### src/rtl/spi_pkg.sv
// Shared SPI-path types: transfer mode, ADS1256 sequencer states and command bytes.
package spi_pkg;

  typedef enum logic [1:0] {
    SPI_TX_ONLY = 2'd0,
    SPI_RX_ONLY = 2'd1,
    SPI_TX_RX   = 2'd2
  } spi_mode_t;

  typedef enum logic [2:0] {
    ADS_IDLE,
    ADS_WAIT_DRDY,
    ADS_SEND_CMD,
    ADS_WAIT_CMD,
    ADS_T6,
    ADS_READ,
    ADS_WAIT_BYTE,
    ADS_DONE
  } ads_state_t;

  localparam logic [7:0] ADS_CMD_RDATA  = 8'h01;
  localparam logic [7:0] ADS_CMD_SDATAC = 8'h0F;
  localparam logic [7:0] ADS_DUMMY      = 8'h00;

endpackage

### src/rtl/ads1256_reader_if.sv
// Byte-level handshake between the ADS1256 command sequencer (master) and the SPI core (slave).
interface ads1256_reader_if;
  import spi_pkg::*;

  logic       spi_start_o;
  logic [7:0] spi_tx_buffer_o;
  spi_mode_t  spi_mode_o;
  logic [7:0] spi_rx_buffer_i;
  logic       spi_done_i;

  modport master (
    output spi_start_o, spi_tx_buffer_o, spi_mode_o,
    input  spi_rx_buffer_i, spi_done_i
  );

  modport slave (
    input  spi_start_o, spi_tx_buffer_o, spi_mode_o,
    output spi_rx_buffer_i, spi_done_i
  );

endinterface

### src/rtl/sync_2ff.sv
// Generic two-flop synchroniser for asynchronous inputs, with a selectable reset value.
module sync_2ff #(
  parameter int               WIDTH     = 1,
  parameter logic [WIDTH-1:0] RESET_VAL = '0
) (
  input  logic             clk,
  input  logic             rst_n,
  input  logic [WIDTH-1:0] d,
  output logic [WIDTH-1:0] q
);

  logic [WIDTH-1:0] meta;

  // NOTE: sequential state always uses non-blocking assignments so both flops sample the old values.
  always_ff @(posedge clk or negedge rst_n) begin
    if (!rst_n) begin
      meta <= RESET_VAL;
      q    <= RESET_VAL;
    end else begin
      meta <= d;
      q    <= meta;
    end
  end

endmodule

### src/rtl/ads1256_reader.sv
// ADS1256 RDATA sequencer: waits for DRDY, reads 3 bytes through the SPI core, emits a 24-bit sample.
// Optional DRDY watchdog enabled by defining ADS1256_DRDY_TIMEOUT_EN (adds timeout_o).
module ads1256_reader
  import spi_pkg::*;
#(
  parameter int T6_CYCLES      = 651
`ifdef ADS1256_DRDY_TIMEOUT_EN
  , parameter int TIMEOUT_CYCLES = 10_000_000
`endif
) (
  input  logic                    clock_i,
  input  logic                    reset_i,
  input  logic                    start_i,
  input  logic                    continuous_i,
  input  logic                    drdy_i,
  ads1256_reader_if.master        spi,
  output logic [23:0]             sample_o,
  output logic                    sample_valid_o,
  output logic [15:0]             sample_count_o,
  output logic                    busy_o
`ifdef ADS1256_DRDY_TIMEOUT_EN
  , output logic                  timeout_o
`endif
);

  localparam int T6_W = $clog2(T6_CYCLES + 1);

  ads_state_t      state;
  logic            drdy_s;
  logic            done_q;
  logic            done_edge;
  logic            spi_start;
  logic [7:0]      spi_tx;
  logic [T6_W-1:0] t6_cnt;
  logic [1:0]      byte_idx;
  logic [15:0]     shreg;

`ifdef ADS1256_DRDY_TIMEOUT_EN
  logic [23:0]     to_cnt;
`endif

  sync_2ff #(.WIDTH(1), .RESET_VAL(1'b1)) u_drdy_sync (
    .clk   (clock_i),
    .rst_n (reset_i),
    .d     (drdy_i),
    .q     (drdy_s)
  );

  // Rising-edge detect accepts both pulse-style and level-style done from the SPI core.
  assign done_edge = spi.spi_done_i & ~done_q;

  always_ff @(posedge clock_i or negedge reset_i) begin
    if (!reset_i) begin
      state          <= ADS_IDLE;
      done_q         <= 1'b0;
      spi_start      <= 1'b0;
      spi_tx         <= ADS_DUMMY;
      t6_cnt         <= '0;
      byte_idx       <= 2'd0;
      shreg          <= '0;
      sample_o       <= '0;
      sample_valid_o <= 1'b0;
      sample_count_o <= '0;
      busy_o         <= 1'b0;
`ifdef ADS1256_DRDY_TIMEOUT_EN
      to_cnt         <= '0;
      timeout_o      <= 1'b0;
`endif
    end else begin
      done_q         <= spi.spi_done_i;
      spi_start      <= 1'b0;
      sample_valid_o <= 1'b0;
`ifdef ADS1256_DRDY_TIMEOUT_EN
      to_cnt <= (state == ADS_WAIT_DRDY && drdy_s) ? to_cnt + 24'd1 : '0;
`endif
      unique case (state)
        ADS_IDLE: if (start_i) begin
          state  <= ADS_WAIT_DRDY;
          busy_o <= 1'b1;
`ifdef ADS1256_DRDY_TIMEOUT_EN
          timeout_o <= 1'b0;
`endif
        end
        ADS_WAIT_DRDY: begin
          if (!drdy_s) begin
            state <= ADS_SEND_CMD;
          end
`ifdef ADS1256_DRDY_TIMEOUT_EN
          else if (to_cnt == 24'(TIMEOUT_CYCLES - 1)) begin
            state     <= ADS_IDLE;
            busy_o    <= 1'b0;
            timeout_o <= 1'b1;
          end
`endif
        end
        ADS_SEND_CMD: begin
          spi_start <= 1'b1;
          spi_tx    <= ADS_CMD_RDATA;
          state     <= ADS_WAIT_CMD;
        end
        ADS_WAIT_CMD: if (done_edge) begin
          t6_cnt <= T6_W'(T6_CYCLES - 1);
          state  <= ADS_T6;
        end
        ADS_T6: begin
          if (t6_cnt == '0) begin
            byte_idx <= 2'd2;
            state    <= ADS_READ;
          end else begin
            t6_cnt <= t6_cnt - 1'b1;
          end
        end
        ADS_READ: begin
          spi_start <= 1'b1;
          spi_tx    <= ADS_DUMMY;
          state     <= ADS_WAIT_BYTE;
        end
        ADS_WAIT_BYTE: if (done_edge) begin
          // Final byte goes straight into the sample so valid trails the done edge by one cycle.
          if (byte_idx == 2'd0) begin
            sample_o       <= {shreg, spi.spi_rx_buffer_i};
            sample_valid_o <= 1'b1;
            sample_count_o <= sample_count_o + 16'd1;
            state          <= ADS_DONE;
          end else begin
            shreg    <= {shreg[7:0], spi.spi_rx_buffer_i};
            byte_idx <= byte_idx - 2'd1;
            state    <= ADS_READ;
          end
        end
        ADS_DONE: begin
          if (continuous_i) begin
            state <= ADS_WAIT_DRDY;
          end else begin
            state  <= ADS_IDLE;
            busy_o <= 1'b0;
          end
        end
        default: begin
          state  <= ADS_IDLE;
          busy_o <= 1'b0;
        end
      endcase
    end
  end

  assign spi.spi_start_o     = spi_start;
  assign spi.spi_tx_buffer_o = spi_tx;
  assign spi.spi_mode_o      = SPI_TX_RX;

endmodule

### src/flat_wrapper.sv
// flat-port wrapper written by rule: the top's interface ports become plain ports
module ads1256_reader_flat import spi_pkg::*;
#(
  parameter int T6_CYCLES      = 651

)
  (clock_i, reset_i, start_i, continuous_i, drdy_i, sample_o, sample_valid_o, sample_count_o, busy_o, spi_spi_start_o, spi_spi_tx_buffer_o, spi_spi_mode_o, spi_spi_rx_buffer_i, spi_spi_done_i);
  ads1256_reader_if spi_i ();
  input  logic clock_i;
  input  logic reset_i;
  input  logic start_i;
  input  logic continuous_i;
  input  logic drdy_i;
  output logic [23:0] sample_o;
  output logic sample_valid_o;
  output logic [15:0] sample_count_o;
  output logic busy_o;
  output wire logic [$bits(spi_i.spi_start_o)-1:0] spi_spi_start_o;
  output wire logic [$bits(spi_i.spi_tx_buffer_o)-1:0] spi_spi_tx_buffer_o;
  output wire logic [$bits(spi_i.spi_mode_o)-1:0] spi_spi_mode_o;
  input wire logic [$bits(spi_i.spi_rx_buffer_i)-1:0] spi_spi_rx_buffer_i;
  input wire logic [$bits(spi_i.spi_done_i)-1:0] spi_spi_done_i;
  assign spi_spi_start_o = spi_i.spi_start_o;
  assign spi_spi_tx_buffer_o = spi_i.spi_tx_buffer_o;
  assign spi_spi_mode_o = spi_i.spi_mode_o;
  assign spi_i.spi_rx_buffer_i = spi_spi_rx_buffer_i;
  assign spi_i.spi_done_i = spi_spi_done_i;
  ads1256_reader #(.T6_CYCLES(T6_CYCLES)) u_core (.clock_i(clock_i), .reset_i(reset_i), .start_i(start_i), .continuous_i(continuous_i), .drdy_i(drdy_i), .spi(spi_i), .sample_o(sample_o), .sample_valid_o(sample_valid_o), .sample_count_o(sample_count_o), .busy_o(busy_o));
endmodule
### config.mk
export PLATFORM = sky130hd
export DESIGN_NAME = ads1256_reader_flat
export DESIGN_NICKNAME = d
export VERILOG_FILES = /design/src/rtl/spi_pkg.sv /design/src/rtl/ads1256_reader_if.sv /design/src/rtl/sync_2ff.sv /design/src/rtl/ads1256_reader.sv /design/src/flat_wrapper.sv
export SDC_FILE = /design/constraint.sdc
export NUM_CORES = 1
export LEC_CHECK = 0
export CAP_MARGIN = 25
export CORE_MARGIN = 4
export CORE_UTILIZATION = 53
export CTS_BUF_LIST = sky130_fd_sc_hd__clkbuf_8
export DETAILED_ROUTE_END_ITERATION = 8
export DONT_BUFFER_PORTS = 1
export PLACE_DENSITY = 0.68
export SYNTH_ARGS = -nofsm -noshare
export SYNTH_HDL_FRONTEND = slang
export SYNTH_HIERARCHICAL = 1
export SYNTH_SLANG_ARGS = --single-unit
### constraint.sdc
create_clock -name clock_i -period 3.4 [get_ports clock_i]
set_input_delay 0.51 -clock clock_i [delete_from_list [all_inputs] [get_ports clock_i]]
set_output_delay 0.51 -clock clock_i [all_outputs]
set_load 0.03 [all_outputs]
==> impl_metrics.tcl, run 1 <==
set metrics [dict create \
    ir_drop_mv 0.4397 \
    routabilityCongestion 0.8348 \
    clock_latency_ns 0.34 \
    fp.coreArea_sq_um 6061 \
    intPower_uw 1702 \
    maxSlewViolCount 0 \
    yosysSeqAreaShare 0.5785 \
    netlist_instances 299 \
    cts_made_buffers 9 \
    slew_headroom 0.4817 \
    setup_ws_ns 1.178 \
    leakagePower_uw 0.001705 \
    sw_frac_of_total 0.3485 \
    synth_top_area_share 0.5630 \
    drv_cap 0 \
    synth_top_area_cell "dfrtp_1" \
    wl_per_cell_um 15.53 \
    end_kind "flop" \
    vias 2118 \
    synth_seq_cells 78 \
    cp.arrival_ns 2.45 \
    cts_sinks 78 \
    fin_crit_ns 2.222 \
    ios 67 \
    grt.overflow.total 0 \
    switchingPower_uw 910.6 \
    fin_cells 379 \
    clock_skew_ns 0.01048 \
    routed_via_density 5.588 \
    place_area_sq_um 3397 \
    outcome "complete, no violations" \
    h-tree-depth 3 \
    path_class "reg -> reg" \
    yosys_warnings 6 \
    fin_tns_setup_ns 0 \
    ant_nets 0 \
    async_flop_share 1.000 \
    pwr_density_cell_nw_per_um2 721.3 \
    design.die.area_sq_um 7715 \
    grt_pass1_wl_um 9942 \
    start_kind "flop" \
    synthTopCellsByArea "dfrtp_1, mux2_2, nand2_1" \
    place_inst 363 \
    grt_max_degree 79 \
    cts_tree "done" \
    nNetsFinal 317 \
    chipHeight_um 87.84 \
    crit_chain "nand3b_2, nor3_4, buf_4, mux2_2" \
    rows 28 \
    synth_cell_types 44 \
    cp_max_fo 24 \
    syn_to_final_growth_pct 7.222 \
    syn-mean-instance-area_sq_um 11.30 \
    cpMaxStageDelayCell "dfrtp_1" \
    yosysMostFrequentCell "dfrtp_1" \
    hpwlAfterDp_um 3952 \
    finalHoldViolCount 0 \
    final_area_sq_um 3622 \
    syn-cell-area_sq_um 3378 \
    start_util 0.5574 \
    grt_pass1_vias 2006 \
    drt-initial-drc-count 140 \
    combPwrFrac 0.163 \
    drt-total-wl_um 5884 \
    max_freq_ghz 0.4501 \
    drive_above_1_share 0.1711 \
    die_x_um 87.84 \
    power_frac_seq 0.577 \
    grt_use_total 0.1673 \
    cts-root-buf "clkbuf_8" \
    yosys_most_used_dff "dfrtp_1" \
    dp_slack_ns 1.145 \
    finalSetupViolCount 0 \
    fillers 490 \
    rsz0062_at_grt "false" \
    postLayoutCoreUtil 0.5976 \
    io_buffer_count 0 \
    cpPeakStageDelay_ns 0.60 \
    worstMarginPinSlew_ns 0.7715 \
    synth_edf_count 0 \
    path_clk_slew_ns 0.08 \
    clockBufferDepth 2 \
    critPathRequiredTime_ns 3.63 \
    fin_crit_sh 0.6534 \
    min_path_type "in -> async" \
    synthTopCellsByCount "dfrtp_1, nand2_1, mux2_2" \
    dr.pass1.iters 4 \
    drc_errors 0 \
    pwr-share-clk 0.260 \
    antenna_found_initial 0 \
    diodes 0 \
]
==> state kept, by name (all words and copies together), names as in the netlist, 2 cells and up <==
name,cells
u_core/t6_cnt,10
u_core/shreg,16
u_core/sample_count_o,16
u_core/byte_idx,2
u_core/state,3
u_core/sample_o,24
==> power groups by stage <==
stage | Sequential, uW | Clock [uW] | Combinational, uW
2_1_floorplan | 1440 | 0 | 399
3_3_place_gp | 1520 | 0 | 394
3_5_place_dp | 1530 | 0 | 407
4_1_cts | 1510 | 707 | 433
5_1_grt | 1550 | 745 | 496
6_report | 1510 | 680 | 426
==> per-stage QoR <==
stage	power [uW]	hold WS, ns
finish	2613	0.04712
global route	2792	0.04480
CTS	2651	0.05351
detailed placement	1936	0.2168
global placement	1913	0.2171
floorplan	1839	0.2144
==> worst paths after layout <==
| kind | to | start | slack (ns) | cells past startpoint |
|---|---|---|---|---|
| worst max-delay path | u_core/sample_o[10] | u_core/state[1] | 1.18 | 4 |
| worst min-delay path | u_core/sample_count_o[7] | reset_i | 0.05 | 1 |
| worst max register to register | u_core/sample_o[10] | u_core/state[1] | 1.18 | 4 |
| worst min register to register | u_core/u_drdy_sync/q | u_core/u_drdy_sync/meta | 0.36 | 0 |
| max in group asynchronous | u_core/u_drdy_sync/q | reset_i | 3.01 | 1 |
| min in group clock_i | u_core/u_drdy_sync/meta | drdy_i | 0.16 | 0 |
==> cells in the final DEF, fill, tap and decap left out, types with 6 or more instances in the layout <==
cell / count
conb_1: 9
a21oi_1: 7
nand2_1: 62
o21ai_0: 9
clkbuf_8: 10
nand3_1: 9
dfrtp_1: 76
nand4_1: 8
mux2_2: 25
nor2_1: 8
inv_1: 6
xnor2_1: 16
==> metal layers <==
layer | part of all wire | GRT usage | vias to the layer above
met3 | 0.075 | 0.07902 | 7
li1 | - | - | 1004
met2 | 0.47 | 0.2432 | 60
met4 | 0.013 | 0.05439 | 0
met1 | 0.44 | 0.2224 | 1047
met5 | 0 | 0 | -
==> kinds of logic (layout without fill, tap and decap cells) <==
logic type | Yosys count | count (layout) | synth area share
simple gates | 121 | 121 | 0.1893
fa+ha+maj | 3 | 3 | 0.01111
flops | 78 | 78 | 0.5785
buf+inv | 26 | 24 | 0.04111
other cells | 2 | 9 | 0.002223
mux | 27 | 27 | 0.08926
compound gates | 24 | 24 | 0.04185
xor+xnor | 18 | 18 | 0.04667
==> final cells by class <==
class,instances,area (sq um),share of cell area
clock buffers,10,137.6,0.03800
clock inverters,5,60.06,0.01658
inverters,6,22.52,0.006218
multi-input cells,202,1311,0.3620
flip-flops and latches,78,1954,0.5396
well taps,75,93.84,0.02591
repair buffers,3,42.54,0.01174
==> worst max-delay path: cells and delay by family, from the launching register on <==
kind                   cells  cell delay [ns]
multiplexers               1             0.38
flip-flops                 1             0.60
AND/OR/NAND/NOR            2             0.73
buffers and inverters      1             0.39
==> timing repair <==
action | CTS | global route
hold buffers | 1 | 0
setup buffers | 0 | 0
resized for setup | 0 | 0
endpoints found under the hold margin | 78 | 0
Power figures use the tool's default switching activity.
==> inputs of run 2 (changes only) <==
Clock period 3.4 ns to 2.1 ns, I/O delays scaled along.
==> run 2 against run 1 <==
  * The flow now finishes with violations (hold timing)
  * Total power up 64%
  * Largest cell class unchanged
  * Maximum frequency up 22%
  * Routed wire length decreased by 0.80%
  * Largest power group unchanged
  * Sequential power rose by 58%
  * Via count shrank 1.2%
  * Critical endpoint is now u_core/sample_count_o[5]
  * Design area increased by 2.0%
  * Worst setup slack got worse by 0.90 ns
==> impl_metrics.tcl, run 2 (synthesis gave the netlist of run 1 again) <==
set metrics [dict create \
    outcome "finished with violations" \
    violations "hold timing" \
    grt_use_total 0.1662 \
    drive_above_1_share 0.1911 \
    wl_per_cell_um 15.01 \
    cp_max_fo 12 \
    io_buffer_count 0 \
    syn_to_final_growth_pct 9.370 \
    start_util 0.5574 \
    ant_nets 0 \
    fin_crit_ns 1.825 \
    grt_pass1_vias 1984 \
    ir_drop_mv 0.5442 \
    cp.arrival_ns 2.10 \
    reg_top3 "u_core/sample_o x24, u_core/sample_count_o x16, u_core/shreg x16" \
    cts_resized 0 \
    final_common_cell "dfrtp_1" \
    cts-root-buf "clkbuf_8" \
    ios 67 \
    fp.coreArea_sq_um 6061 \
    hold_buffers 2 \
    finalSetupViolCount 0 \
    drv_cap 0 \
    rsz0062_at_grt "false" \
    drc_errors 0 \
    grt_max_degree 79 \
    rows 28 \
    max_freq_ghz 0.5478 \
    finalHoldViolCount 78 \
    nNetsFinal 326 \
    grt.overflow.total 0 \
    h-tree-depth 3 \
    drt-initial-drc-count 93 \
    end_kind "flop" \
    min_path_type "in -> async" \
    drt-total-wl_um 5837 \
    whs_ns -0.3470 \
    path_class "reg -> reg" \
    crit_chain "nand3b_2, nor4_4, and4_1, xor2_1" \
    final_area_sq_um 3695 \
    leakagePower_uw 0.001740 \
    pwr_density_cell_nw_per_um2 1161 \
    fin_crit_sh 0.8693 \
    largest_register_ffs 24 \
    die_x_um 87.84 \
    cpPeakStageDelay_ns 0.50 \
    cts_made_buffers 9 \
    fin_tns_setup_ns 0 \
    maxSlewViolCount 0 \
    start_kind "flop" \
    hpwlAfterDp_um 3882 \
    cts_sinks 78 \
    antenna_found_initial 0 \
    design.die.area_sq_um 7715 \
    routabilityCongestion 0.7696 \
    post_cts_buffers 0 \
    cts_tree "done" \
    regMostFlops "u_core/sample_o" \
    path_clk_slew_ns 0.09 \
    chipHeight_um 87.84 \
    place_area_sq_um 3470 \
    routed_via_density 5.380 \
    clock_latency_ns 0.34 \
    worstMarginPinSlew_ns 0.5501 \
    clockBufferDepth 2 \
    clock_skew_ns 0.01021 \
    final_cell_mix "dfrtp_1, nand2_1, mux2_2" \
    dr.pass1.iters 4 \
    slew_headroom 0.6302 \
    grt_pass1_wl_um 9818 \
    critPathRequiredTime_ns 2.37 \
    cpMaxStageDelayCell "dfrtp_1" \
    vias 2093 \
    diodes 0 \
]
[run 2: cell types whose count changed in the layout (fill, tap and decap cells not counted), moves of 2 or more]
cell,change
buf_4,+7
clkinv_4,-2
clkinvlp_4,+2
dlygate4sd3_1,+2
inv_6,+2
[run 2: final cells by class]
| type | instances | area, sq um |
|---|---|---|
| Timing Repair Buffer | 12 | 107.6 |
| Clock inverter | 7 | 81.33 |
| Sequential cell | 78 | 1954 |
| Clock buffer | 9 | 123.9 |
| Multi-Input combinational cell | 202 | 1311 |
| Tap cell | 75 | 93.84 |
| Inverter | 6 | 22.52 |
| Fill cell | 496 | 2366 |
[run 2: worst paths after layout]
kind | from | cells after the start | slack [ns] | endpoint
setup / recovery | u_core/state[0] | 4 | 0.27 | u_core/sample_count_o[5]
hold / removal | reset_i | 0 | -0.35 | u_core/sample_count_o[6]
setup reg to reg | u_core/state[0] | 4 | 0.27 | u_core/sample_count_o[5]
hold reg to reg | u_core/u_drdy_sync/meta | 0 | 0.36 | u_core/u_drdy_sync/q
max in group asynchronous | reset_i | 0 | 2.22 | u_core/u_drdy_sync/q
min in group clock_i | spi_spi_rx_buffer_i[2] | 2 | 0.07 | u_core/shreg[2]
[run 2: worst max-delay path, delay by kind of cell (launching register included)]
family | cells | cell delay, ns
xor+xnor | 1 | 0.14
simple gates | 3 | 1.12
flops | 1 | 0.50
[run 2: layer usage]
| metal | global-route usage | up-vias | part of all wire |
|---|---|---|---|
| met5 | 0 | - | 0 |
| met4 | 0.05718 | 0 | 0.014 |
| li1 | - | 1026 | - |
| met2 | 0.2315 | 57 | 0.43 |
| met3 | 0.07056 | 7 | 0.073 |
| met1 | 0.2335 | 1003 | 0.48 |
[run 2: through the flow]
stage	power, uW	instances	hold WS, ns	utilization	worst slack [ns]
floorplan	2978	306	0.01941	-	0.3880
global placement	3139	371	0.02168	0.5725	0.3031
detailed placement	3172	371	0.02156	0.5725	0.2602
CTS	4329	389	-0.3587	0.6096	0.2492
global route	4581	389	-0.3777	0.6096	0.1363
finish	4291	389	-0.3470	0.6096	0.2746
[run 2: power breakdown]
group | internal (uW) | total [uW] | switching (uW)
sequential | 1860 | 2390 | 527
clock | 565 | 1150 | 580
combinational | 354 | 759 | 405
==> inputs of run 3 (changes only) <==
Clock period 2.1 ns to 1.7 ns, I/O delays scaled along.
==> run 3 against run 2 <==
  * The run still ends with hold timing left
  * Total power up 29%
  * Global-route usage up 1.9 points
  * Count of clock-buffer cells in the layout unchanged
  * Sequential power up 21%
  * Die area unchanged
  * Critical path depth unchanged
  * Hold slack worse by 0.053 ns
  * First-iteration DRC count up 20%
  * Sequential share of layout area down 4.1 points
  * Clock skew about the same
  * Critical path type unchanged
  * Critical endpoint is now u_core/sample_o[23]
  * Largest power group unchanged
==> impl_metrics.tcl, run 3 (synthesis gave the netlist of run 1 again) <==
set metrics [dict create \
    wl_per_cell_um 16.08 \
    pwr-share-clk 0.248 \
    io_buffer_count 0 \
    hpwlAfterDp_um 4207 \
    grt_pass1_wl_um 10880 \
    ant_nets 0 \
    grt_pass1_vias 2200 \
    rsz0062_at_grt "true" \
    largest_register_ffs 24 \
    routabilityCongestion 0.8376 \
    diodes 0 \
    regMostFlops "u_core/sample_o" \
    drc_errors 0 \
    violations "hold timing" \
    place_inst 386 \
    cts_made_buffers 9 \
    power_frac_seq 0.523 \
    start_kind "flop" \
    rows 28 \
    drt-initial-drc-count 112 \
    vias 2222 \
    drv_cap 0 \
    grt_max_degree 79 \
    path_class "reg -> reg" \
    cts_sinks 78 \
    final_area_sq_um 4004 \
    place_area_sq_um 3595 \
    design.die.area_sq_um 7715 \
    min_path_type "in -> async" \
    ios 67 \
    die_x_um 87.84 \
    cp.arrival_ns 1.91 \
    clock_latency_ns 0.35 \
    cts-root-buf "clkbuf_8" \
    fin_cells 414 \
    nNetsFinal 351 \
    final_cell_mix "dfrtp_1, nand2_1, mux2_2" \
    outcome "finished with violations" \
    start_util 0.5574 \
    clockBufferDepth 2 \
    finalHoldViolCount 78 \
    clock_skew_ns 0.01037 \
    final_common_cell "dfrtp_1" \
    grt_use_total 0.1855 \
    ir_drop_mv 0.7332 \
    cp_max_fo 17 \
    maxSlewViolCount 0 \
    dr.pass1.iters 4 \
    whs_ns -0.3998 \
    max_freq_ghz 0.5980 \
    end_kind "flop" \
    syn_to_final_growth_pct 18.52 \
    path_clk_slew_ns 0.09 \
    reg_top3 "u_core/sample_o x24, u_core/sample_count_o x16, u_core/shreg x16" \
    switchingPower_uw 1955 \
    fp.coreArea_sq_um 6061 \
    combPwrFrac 0.229 \
    cts_tree "done" \
    grt.overflow.total 0 \
    leakagePower_uw 0.001912 \
    routed_via_density 5.367 \
    drt-total-wl_um 6656 \
    intPower_uw 3586 \
    pwr_density_cell_nw_per_um2 1384 \
    fin_crit_ns 1.672 \
    finalSetupViolCount 0 \
    fin_tns_setup_ns 0 \
    drive_above_1_share 0.2596 \
    fin_crit_sh 0.9836 \
    finalPower_uw 5541 \
    sw_frac_of_total 0.3528 \
    chipHeight_um 87.84 \
    antenna_found_initial 0 \
    h-tree-depth 3 \
    critPathRequiredTime_ns 1.94 \
]
-- run 3: layout make-up --
| class | count | area, sq um |
|---|---|---|
| Timing Repair Buffer | 37 | 372.9 |
| Clock buffer | 9 | 123.9 |
| Inverter | 6 | 25.02 |
| Multi-Input combinational cell | 202 | 1358 |
| Fill cell | 485 | 2057 |
| Clock inverter | 7 | 75.07 |
| Sequential cell | 78 | 1956 |
| Tap cell | 75 | 93.84 |
-- run 3: what timing repair did --
item                                    CTS  global route
gates cloned                              2             0
endpoints found under the setup margin   25            14
hold buffers                              4             3
pin swaps                                 3             4
setup buffers                             2             1
resized for setup                        11             7
hold endpoints to repair                 82            81
-- run 3: power by group through the flow --
stage	registers [uW]	logic [uW]	clock network (uW)
2_1_floorplan	2880	799	0
3_3_place_gp	2890	1080	0
3_5_place_dp	2910	1120	0
4_1_cts	2890	1210	1430
5_1_grt	2960	1420	1520
6_report	2900	1270	1380
-- run 3: worst paths after layout --
path | end | from | slack [ns] | cells past startpoint
worst min-delay path | u_core/sample_count_o[2] | reset_i | -0.40 | 0
worst min register to register | u_core/u_drdy_sync/q | u_core/u_drdy_sync/meta | 0.36 | 0
max in group asynchronous | u_core/u_drdy_sync/meta | reset_i | 1.89 | 0
worst max-delay path | u_core/sample_o[23] | u_core/state[0] | 0.03 | 4
min in group clock_i | u_core/shreg[3] | spi_spi_rx_buffer_i[3] | 0.02 | 2
worst max register to register | u_core/sample_o[23] | u_core/state[0] | 0.03 | 4
-- run 3: critical path, cell delays in order (launching register included) --
cell,delay (ns)
dfrtp_1,0.41
nand3b_4,0.23
nor3_4,0.27
bufbuf_16,0.33
mux2_2,0.33
-- run 3: metal layers --
metal | track usage | part of all wire | vias to the layer above
li1 | - | - | 1073
met1 | 0.2391 | 0.46 | 1075
met2 | 0.2925 | 0.47 | 65
met3 | 0.06585 | 0.067 | 9
met4 | 0.06276 | 0.011 | 0
met5 | 0 | 0 | -
-- run 3: stage by stage --
step,util,setup slack (ns)
after floorplan,-,-0.01200
after global placement,0.5931,0.04091
after detailed placement,0.5931,-0.01876
after CTS,0.6501,0.0004807
after global routing,0.6606,-0.05814
final,0.6606,0.02783
